==> config.mk <==
export PLATFORM = sky130hd
export DESIGN_NAME = datausb1_rx
export DESIGN_NICKNAME = d
export VERILOG_FILES = /design/src/rtl/datausb1_rx.sv
export SDC_FILE = /design/constraint.sdc
export NUM_CORES = 1
export LEC_CHECK = 0
export ABC_AREA = 0
export CORE_MARGIN = 4
export CORE_UTILIZATION = 56
export DETAILED_ROUTE_END_ITERATION = 10
export PLACE_DENSITY = 0.88
export SETUP_SLACK_MARGIN = 0.1
export SLEW_MARGIN = 10
export SYNTH_ARGS = -nofsm -noshare
export SYNTH_HDL_FRONTEND = slang
export SYNTH_SLANG_ARGS = --single-unit
export TNS_END_PERCENT = 100
==> constraint.sdc <==
create_clock -name clk -period 2.2 [get_ports clk]
set_input_delay 0.22 -clock clk [delete_from_list [all_inputs] [get_ports clk]]
set_output_delay 0.22 -clock clk [all_outputs]
set_load 0.01 [all_outputs]
==> src/rtl/datausb1_rx.sv <==
// datausb1_rx: 8N1 UART receiver with 3-sample majority vote, valid/ack holding register, framing-error and overrun flags
module datausb1_rx #(
  parameter int CLKS_PER_BIT = 521
) (
  input  logic       clk,
  input  logic       rst,
  input  logic       rx,
  output logic [7:0] rx_data,
  output logic       rx_valid,
  input  logic       rx_ack,
  output logic       rx_busy,
  output logic       frame_err,
  output logic       overrun
);
  localparam int HALF = CLKS_PER_BIT / 2;
  localparam int CW = $clog2(CLKS_PER_BIT) + 1;
  typedef enum logic [1:0] {IDLE, START, DATA, STOP} state_t;
  state_t state, state_n;
  logic s1, rxs, rxs_q;
  logic [CW-1:0] cnt;
  logic [2:0] bitn;
  logic [7:0] sh;
  logic [1:0] smp;
  logic fall, dec, vote, good, bad;
  assign fall = (state == IDLE) && !rxs && rxs_q;
  // cnt is the offset within the current bit; the centre sits at HALF, the vote completes one cycle later
  assign dec = (state != IDLE) && (cnt == CW'(HALF + 1));
  assign vote = (smp[0] & smp[1]) | (smp[0] & rxs) | (smp[1] & rxs);
  assign good = dec && (state == STOP) && vote;
  assign bad = dec && (state == STOP) && !vote;
  assign rx_busy = state != IDLE;
  always_comb begin
    state_n = state;
    if (fall)
      state_n = START;
    else if (dec)
      state_n = (state == START) ? (vote ? IDLE : DATA) :
                (state == DATA)  ? ((bitn == 3'd7) ? STOP : DATA) : IDLE;
  end
  always_ff @(posedge clk or posedge rst)
    if (rst)
      state <= IDLE;
    else
      state <= state_n;
  always_ff @(posedge clk or posedge rst)
    if (rst) begin
      s1 <= 1'b1;
      rxs <= 1'b1;
      rxs_q <= 1'b1;
      cnt <= '0;
      bitn <= '0;
      sh <= '0;
      smp <= '0;
      rx_data <= '0;
      rx_valid <= 1'b0;
      frame_err <= 1'b0;
      overrun <= 1'b0;
    end else begin
      s1 <= rx;
      rxs <= s1;
      rxs_q <= rxs;
      cnt <= fall ? CW'(1) : (state == IDLE) ? '0 :
             (cnt == CW'(CLKS_PER_BIT - 1)) ? '0 : cnt + CW'(1);
      if (cnt == CW'(HALF - 1))
        smp[0] <= rxs;
      if (cnt == CW'(HALF))
        smp[1] <= rxs;
      if (fall)
        bitn <= '0;
      else if (dec && state == DATA) begin
        sh <= {vote, sh[7:1]};
        bitn <= bitn + 3'd1;
      end
      frame_err <= bad;
      overrun <= good && rx_valid && !rx_ack;
      if (good) begin
        rx_data <= sh;
        rx_valid <= 1'b1;
      end else if (rx_ack)
        rx_valid <= 1'b0;
    end
endmodule

## Word-level counts from Yosys, hierarchy flattened

Cells that the tools add are included.

- Register bits after elaboration: 40
- Input port bits: 4
- Output and inout port bits: 12
- Logic and storage cells: 60

- $add $sub $neg: 2
- Eq/ne operators: 8
- Mux-type cells: 13
- Bitwise gates (word level): 6
- Reductions and logical operators: 18

Operators by type and width:

| cell | count |
|---|---|
| $eq A11 B9 Y1 const B | 3 |
| $mux W11 | 3 |
| $add A11 B1 Y11 const B | 1 |
| $eq A11 B10 Y1 const B | 1 |
| $mux W2 | 5 |
| $logic_and A1 B1 Y1 | 9 |
| $reduce_bool A2 Y1 | 4 |
| $mux W3 | 2 |
| $eq A2 B2 Y1 const B | 2 |
| $add A3 B1 Y3 const B | 1 |
| $and A1 B1 Y1 | 3 |
| $eq A3 B3 Y1 const B | 1 |
| $logic_not A1 Y1 | 3 |
| $mux W1 | 3 |
| $eq A2 B1 Y1 const B | 1 |
| $logic_not A2 Y1 | 1 |
| $or A1 B1 Y1 | 2 |
| $reduce_and A2 Y1 | 1 |
| $not A1 Y1 | 1 |

## Logic depth before layout (Yosys ltp)

Gate-level depths: netlist (run 1).

- Word-level depth: 7
- Mapped depth: 7
- Depth with buffers taken out: 6

## Worst setup path after synthesis (run 1)

No wires, ideal clock.

- Path kind: register -> register
- Start point: reg cnt[1]
- End point: reg rx_data[0]
- Library setup time: 128 ps
- Arrival: 1468 ps
- Required time: 2072 ps
- Slack: 604 ps
- Cell stages (with the launch flop): 7
- Path buffers: 0
- Clock period less this slack: 1596 ps
- Cell sequence: dfrtp_1 -> inv_1 -> ha_1 -> and3_1 -> nand3_2 -> nor2_4 -> mux2_1

- Cells in the longest elaborated chain, start to end: 4

Ends and longest elaborated chain:

| item | line | RTL |
|---|---|---|
| from (decl) | 20 | `logic [CW-1:0] cnt;` |
| from (signal assigned) | 62 | `cnt <= fall ? CW'(1) : (state == IDLE) ? '0 :` |
| $eq A11 B9 Y1 | 27 | `assign dec = (state != IDLE) && (cnt == CW'(HALF + 1));` |
| $logic_and A1 B1 Y1 | 27 |  |
| $logic_and A1 B1 Y1 (2 in series) | 29 | `assign good = dec && (state == STOP) && vote;` |
| to (signal assigned) | 77 | `rx_data <= sh;` |
| to (decl) | 8 | `output logic [7:0] rx_data,` |

Every way passes these cells.
A chain may end at the register's enable or synchronous reset.

## Worst setup path after layout (run 1)

- Start point: reg state[1]
- End point: out rx_busy

- Cells in the longest elaborated chain, start to end: 1

Ends and longest elaborated chain:

| item | line | RTL |
|---|---|---|
| from (decl) | 18 | `state_t state, state_n;` |
| from (signal assigned) | 44 | `state <= state_n;` |
| $reduce_bool A2 Y1 | 31 | `assign rx_busy = state != IDLE;` |
| to (decl) | 11 | `output logic rx_busy,` |

Every way passes these cells.

==> impl_metrics.toml, run 1 <==
[worst_setup_path]
crit_fanout = 8
rr_endpoint = "rx_data[1]"
end_kind = "output port"
path_class = "reg2out"
required_ns = 1.98
start_kind = "register"
worst_ep_arrival_time_ns = 1.69
rr_startpoint = "cnt[1]"
reg2reg_slack_ns = 0.41
r2r_cells = 6

[finish]
n_antenna_cell = 0
layout-drive-gt1-share_pct = 16.15
post-route-util_pct = 67.07
areaGrowthSynthToFinish_pct = 13.87
fin_nets = 170

[clock_tree]
hold_buffers = 0
path_clk_slew_ns = 0.11
clock_latency_ns = 0.34
cts_tree = "done"
cts_htree_levels = 2
cts-buffers-inserted = 5
post_cts_resized = 0
cts_setup_buffers = 0
cts_buffer_depth = 2
cts_sinks = 40
root_buffer = "clkbuf_4"

[sta]
rsz0062_at_grt = "false"
hold_viol = 0
finalSetupViolCount = 0
finalSetupTns_ns = 0
slew_viol_final = 0
slew_headroom_pct = 67.88
fin_crit_sh_pct = 86.76
fmax_mhz = 523.9
layout_min_cycle_time_ns = 1.909
tightest_slew_ns = 0.4818
worst_clock_skew_ns = 0.01278

[floorplan]
rows = 20
initial_utilization_pct = 58.90
die_y_um = 64.90
core-area_um2 = 3078
io_pins = 16
dieArea_um2 = 4212
die_x_um = 64.90

[placed_design]
place.port_buffers = 15
gp_congestion = 0.8724
dp_hpwl_um = 2155

[detailed_routing]
first_pass_iters = 4
vias = 1103
dr.first_iter.drc_count = 57
vias_per_cell = 5.380
drcViolationCount = 0
wl_um = 2961
drt-wirelength-per-cell_um = 14.44
drtAntennaViolNets = 0

[synthesis]
synth-main-ff-cell = "dfrtp_1"
synth_cell_types = 35
seq_area_frac_synth_pct = 55.42
syn_area_per_cell_um2 = 12.95
ys_seq_elements = 40
synth.net_count = 149
synth_edf_count = 0
syn_inst = 140
synth_warnings = 0
async_reset_ff_share_pct = 100.0
netlist_area_um2 = 1813

[grt]
grt_pass1_vias = 1132
grt_pass1_wl_um = 5175
grt.total_usage_pct = 16.40
grt_max_degree = 41
antenna_found_initial = 0
grt_overflow_total = 0

[power]
finalPower_mw = 1.493
power_density_nw_per_um2 = 723.1
leakage_nw = 0.9946
vdd_ir_drop_max_mv = 0.5090

[status]
status = "finished clean"

[worst_hold_path]
hold_path_class = "in2async"

[job]
drv_cap = 0
metrics by stage:
step                      cells  hold WS [ns]  worst slack [ns]  area, µm²
after floorplan             140        0.2245            0.6041       1813
after global placement      198        0.3460            0.5154       2018
after detailed placement    198        0.3482            0.4134       2018
after CTS                   205        0.2688            0.2713       2064
after global routing        205        0.2520            0.2059       2064
final                       205        0.2761            0.2912       2064
report_power, final:
group / internal, mW / leakage (nW) / switching [mW] / total, mW
Clock: 0.118 / 0.0281 / 0.214 / 0.332
Sequential: 0.799 / 0.530 / 0.113 / 0.911
Combinational: 0.123 / 0.436 / 0.126 / 0.250
worst max-delay path, cell delays in order, from the launching register on:
cell and delay [ns]:
dfrtp_1 0.47, nor2_1 0.26, inv_1 0.12, clkdlybuf4s50_1 0.49
kinds of logic after synthesis:
group                    synth area share (%)
adder cells (fa/ha/maj)                 4.003
AO/OA/AOI/OAI                           2.830
flip-flops                              55.42
XOR/XNOR                                4.348
multiplexers                            13.46
buffers and inverters                   2.278
AND/OR/NAND/NOR                         17.67
worst max-delay path by stage:
stage	start	end	slack, ns	cells after the start
6_report	state[1]	rx_busy	0.29	3
5_1_grt	state[1]	rx_busy	0.21	3
4_1_cts	state[1]	rx_busy	0.27	3
3_5_place_dp	cnt[1]	rx_data[1]	0.41	6
3_3_place_gp	cnt[5]	rx_data[7]	0.52	4
2_1_floorplan	cnt[1]	rx_data[0]	0.60	6
cell usage in the layout, fill, tap and decap left out, drive strengths merged, types with 5 or more instances in the layout:
cell,instances
inv,7
clkbuf,6
nand2,6
nor2,14
ha,5
xor2,8
mux2,19
nand3,6
dfrtp,37
clkdlybuf4s50,15
cell type report:
type,instances,area [µm²]
Inverter,7,26.28
Multi-Input combinational cell,90,767.0
Clock inverter,1,5.005
Tap cell,44,55.05
Fill cell,241,1013
Clock buffer,6,41.29
Timing Repair Buffer,17,165.2
Sequential cell,40,1005
Yosys cell counts (all sizes together) (2+ instances only):
| library cell | instances | area (µm²) |
|---|---|---|
| dfstp | 3 | 78.83 |
| and2 | 2 | 12.51 |
| and4 | 2 | 17.52 |
| nor4 | 3 | 33.78 |
| nand3 | 6 | 35.03 |
| mux2 | 19 | 244.0 |
| dfrtp | 37 | 925.9 |
| o21ai | 2 | 10.01 |
| a31o | 2 | 17.52 |
| nor2 | 14 | 60.06 |
| and3 | 3 | 18.77 |
| nand4 | 3 | 18.77 |
| inv | 7 | 26.28 |
| nand2 | 6 | 22.52 |
| clkbuf | 2 | 7.510 |
| xor2 | 8 | 70.07 |
| nand4b | 3 | 26.28 |
| ha | 5 | 62.56 |
| nor3b | 2 | 15.01 |
routing by layer:
layer | GRT usage, % | part of all wire (%) | vias to the layer above | wire length [µm]
met2 | 26.56 | 50 | 22 | 1478
met3 | 5.893 | 4.7 | 6 | 138
met5 | 0 | 0 | - | 0
met4 | 6.332 | 1.6 | 0 | 47
met1 | 19.93 | 44 | 538 | 1297
li1 | - | - | 537 | -
registers in the layout, indices dropped and copies added, names as in the netlist:
name / cells
s1: 1
smp: 2
frame_err: 1
rx_data: 8
rxs: 1
sh: 8
overrun: 1
rx_valid: 1
rxs_q: 1
state: 2
cnt: 11
bitn: 3
Note: power is estimated with default switching activity, not from simulation.
==> inputs of run 2 (changes only) <==
CTS_BUF_LIST = sky130_fd_sc_hd__clkbuf_16   (was not set)
==> run 2 against run 1 <==
- highest routed layer unchanged
- critical path type unchanged
- largest cell class unchanged
- flip-flop and latch count is the same
- die area is the same
- clock-buffer cell count shrank 1
==> impl_metrics.toml, run 2 (synthesis results as in run 1) <==
[placed_design]
gp_congestion = 0.8724
place.port_buffers = 15
dp.cells = 198
place_area_um2 = 2018
dp_hpwl_um = 2155

[finish]
largest_register = "cnt"
final_cell_mix = "37 x dfrtp_1, 15 x clkdlybuf4s50_1, 13 x nor2_1"
areaGrowthSynthToFinish_pct = 18.70
post-route-cell-area_um2 = 2152
reg.largest.list = "cnt: 11 flops, rx_data: 8 flops, sh: 8 flops"
layout_commonest_cell = "dfrtp_1"
layout-drive-gt1-share_pct = 16.15
fill_cells = 223
n_antenna_cell = 0
largest_reg_flops = 11
fin_cells = 205
fin_nets = 170

[floorplan]
rows = 20
io_pins = 16
core-area_um2 = 3078
die_y_um = 64.90
dieArea_um2 = 4212
die_x_um = 64.90
initial_utilization_pct = 58.90

[sta]
worst_clock_skew_ns = 0.002279
finalSetupTns_ns = 0
rsz0062_at_grt = "false"
slew_viol_final = 0
slew_headroom_pct = 67.28
fin_crit_sh_pct = 84.58
layout_min_cycle_time_ns = 1.861
fmax_mhz = 537.4
finalSetupViolCount = 0
hold_viol = 0
tightest_slew_ns = 0.4908

[detailed_routing]
drcViolationCount = 0
first_pass_iters = 4
drtAntennaViolNets = 0
vias = 1118
vias_per_cell = 5.454
wl_um = 3171
drt-wirelength-per-cell_um = 15.47
dr.first_iter.drc_count = 60

[clock_tree]
cts_sinks = 40
post_cts_resized = 0
cts_tree = "done"
cts-buffers-inserted = 5
cts_buffer_depth = 2
cts_setup_buffers = 0
root_buffer = "clkbuf_16"
path_clk_slew_ns = 0.05
hold_buffers = 0
cts_htree_levels = 2
clock_latency_ns = 0.27

[grt]
grt.total_usage_pct = 18.10
antenna_found_initial = 0
grt_max_degree = 41
grt_overflow_total = 0
grt_pass1_vias = 1162
grt_pass1_wl_um = 5616

[power]
p_comb_share_pct = 13.8
vdd_ir_drop_max_mv = 0.6994
clockPowerShare_pct = 35.9
swShare_pct = 27.11
p_seq_share_pct = 50.3
p_switching_uw = 494.6
p_int_mw = 1.330
power_density_nw_per_um2 = 847.8
leakage_nw = 1.037

[worst_setup_path]
end_kind = "output port"
r2r_cells = 6
path_class = "reg2out"
required_ns = 1.98
crit_fanout = 8
worst_ep_arrival_time_ns = 1.64
start_kind = "register"

[job]
drv_cap = 0

[worst_hold_path]
hold_path_class = "in2async"

[status]
status = "finished clean"
## run 2: cell count changes in the layout (fill, tap and decap cells not counted)
cell       delta
clkbuf_16     +5
clkbuf_4      -5
clkbuf_1      -1
inv_1         +1
## run 2: worst paths after layout
| check | startpoint | slack (ns) | end |
|---|---|---|---|
| worst min register to register | s1 | 0.35 | rxs |
| worst min-delay path | rst | 0.35 | rx_data[0] |
| min in group clk | rx | 0.35 | s1 |
| worst max-delay path | state[1] | 0.34 | rx_busy |
| max in group asynchronous | rst | 1.48 | rxs |
| worst max register to register | cnt[1] | 0.40 | rx_data[1] |
## run 2: area by class of cell
| cell class | instances | area, µm² | area share [%] |
|---|---|---|---|
| clock buffers | 5 | 125.1 | 5.814 |
| flip-flops and latches | 40 | 1005 | 46.69 |
| inverters | 7 | 26.28 | 1.221 |
| clock inverters | 2 | 8.758 | 0.4070 |
| multi-input cells | 90 | 767.0 | 35.64 |
| repair buffers | 17 | 165.2 | 7.674 |
| well taps | 44 | 55.05 | 2.558 |
## run 2: power by group through the flow
stage | sequential (mW) | clock, mW | combinational (mW)
floorplan | 0.885 | 0 | 0.218
global placement | 0.919 | 0 | 0.237
detailed placement | 0.925 | 0 | 0.248
CTS | 0.915 | 0.671 | 0.256
global route | 0.931 | 0.720 | 0.285
finish | 0.918 | 0.655 | 0.251
## run 2: critical path: stages (launching register included)
cell             delay, ns
dfrtp_1               0.46
nor2_1                0.28
inv_1                 0.13
clkdlybuf4s50_1       0.50
## run 2: per-layer routing
| layer | global-route usage [%] | routed length (µm) |
|---|---|---|
| met1 | 21.48 | 1381 |
| met2 | 28.74 | 1582 |
| met3 | 6.932 | 127 |
| met4 | 8.707 | 79 |
| met5 | 0 | 0 |
## run 2: stage by stage
step                hold slack [ns]  utilization, %  setup WS, ns  power, mW
finish                       0.3491           69.92        0.3392      1.825
global route                 0.3431           69.92        0.2634      1.935
CTS                          0.3444           69.92        0.3539      1.842
detailed placement           0.3482           65.57        0.4134      1.173
global placement             0.3460           65.57        0.5154      1.155
floorplan                    0.2245               -        0.6041      1.103
==> inputs of run 3 (changes only) <==
CORE_UTILIZATION = 51   (was 56)
PLACE_DENSITY = 0.85   (was 0.88)
clock period = 1.7 ns   (was 2.2 ns; I/O delays follow)
==> run 3 against run 2 <==
- final cell count increased by 9.8%
- sequential power increased by 25%
- non-clock buffer count increased by 17
- register-to-register slack got worse by 0.34 ns
==> impl_metrics.toml, run 3 (synthesis results as in run 1) <==
[status]
status = "finished clean"

[job]
drv_cap = 0

[detailed_routing]
first_pass_iters = 4
vias_per_cell = 5.498
wl_um = 3706
drcViolationCount = 0
dr.first_iter.drc_count = 63
drt-wirelength-per-cell_um = 16.47
drtAntennaViolNets = 0
vias = 1237

[placed_design]
gp_congestion = 0.8032
dp_hpwl_um = 2442
place.port_buffers = 15

[worst_setup_path]
required_ns = 1.86
end_kind = "register"
start_kind = "register"
worst_ep_arrival_time_ns = 1.81
crit_fanout = 4
path_class = "reg2reg"

[grt]
grt.total_usage_pct = 19.17
grt_overflow_total = 0
grt_max_degree = 41
grt_pass1_wl_um = 6292
antenna_found_initial = 0
grt_pass1_vias = 1329

[sta]
layout_min_cycle_time_ns = 1.643
tightest_slew_ns = 0.2886
finalSetupTns_ns = 0
rsz0062_at_grt = "true"
fmax_mhz = 608.6
worst_hold_slack_ns = 0.2486
fin_crit_sh_pct = 96.65
worst_clock_skew_ns = 0.004124
hold_viol = 0
slew_viol_final = 0
slew_headroom_pct = 80.62
finalSetupViolCount = 0

[clock_tree]
cts-buffers-inserted = 5
cts_sinks = 40
hold_buffers = 0
root_buffer = "clkbuf_16"
cts_buffer_depth = 2
clock_latency_ns = 0.28
path_clk_slew_ns = 0.06
cts_tree = "done"
cts_htree_levels = 2

[power]
finalPower_mw = 2.717
leakage_nw = 1.144
power_density_nw_per_um2 = 1116
vdd_ir_drop_max_mv = 0.6275

[finish]
regArea_um2 = 1010
areaGrowthSynthToFinish_pct = 34.30
reg.largest.list = "cnt: 11 flops, rx_data: 8 flops, sh: 8 flops"
final_cell_mix = "33 x dfrtp_1, 16 x mux2_4, 15 x buf_4"
fill_cells = 208
layout_commonest_cell = "dfrtp_1"
multi_input_area_um2 = 845.8
largest_register = "cnt"
largest_reg_flops = 11
fin_nets = 187
layout-drive-gt1-share_pct = 36.87
n_antenna_cell = 0

[floorplan]
rows = 21
initial_utilization_pct = 53.49
core-area_um2 = 3390
io_pins = 16
die_x_um = 67.62
die_y_um = 67.62
dieArea_um2 = 4572

[worst_hold_path]
hold_path_class = "in2async"
-- run 3: per-stage QoR --
step	setup WS, ns	util, %	cell area, µm²	instances
finish	0.05696	71.83	2435	225
global placement	0.06369	62.79	2128	211
global route	0.0002176	71.83	2435	225
floorplan	0.1041	-	1813	140
detailed placement	0.02615	62.79	2128	211
CTS	0.07201	70.25	2381	222
-- run 3: layout make-up --
cell class / instances / share of cell area [%]
flip-flops and latches: 40 / 41.47
multi-input cells: 90 / 34.74
repair buffers: 34 / 13.46
clock buffers: 5 / 5.139
well taps: 46 / 2.364
clock inverters: 3 / 1.747
inverters: 7 / 1.079
-- run 3: worst paths after layout --
kind | start | endpoint | slack (ns) | cells past startpoint
min in group clk | rx | s1 | 0.29 | 1
worst max-delay path | cnt[6] | rx_data[5] | 0.06 | 5
max in group asynchronous | rst | rxs | 1.19 | 3
worst min register to register | s1 | rxs | 0.36 | 0
worst max register to register | cnt[6] | rx_data[5] | 0.06 | 5
worst min-delay path | rst | rx_data[1] | 0.25 | 3
-- run 3: repair_timing --
| action | 4_1_cts | 5_1_grt |
|---|---|---|
| resized for setup | 18 | 9 |
| setup endpoints to repair | 14 | 24 |
| pin swaps | 7 | 6 |
| buffers inserted | 3 | 3 |
-- run 3: layer usage --
layer  routed length [µm]  GRT usage, %  vias up
met3                  159         5.491        7
met2                 1951         32.44       31
met4                   76         9.620        0
li1                     -             -      568
met1                 1518         21.95      631
met5                    0             0        -
-- run 3: worst max-delay path: stages (launching register included) --
cell and delay [ns]:
dfrtp_2 0.44, nor4b_4 0.35, nand3_2 0.15, nor2_4 0.14, buf_6 0.14, mux2_4 0.30
-- run 3: where the power goes --
part | total, mW | internal, mW | switching (mW)
clock network | 1.04 | 0.688 | 0.354
logic | 0.524 | 0.267 | 0.257
registers | 1.15 | 1.04 | 0.114
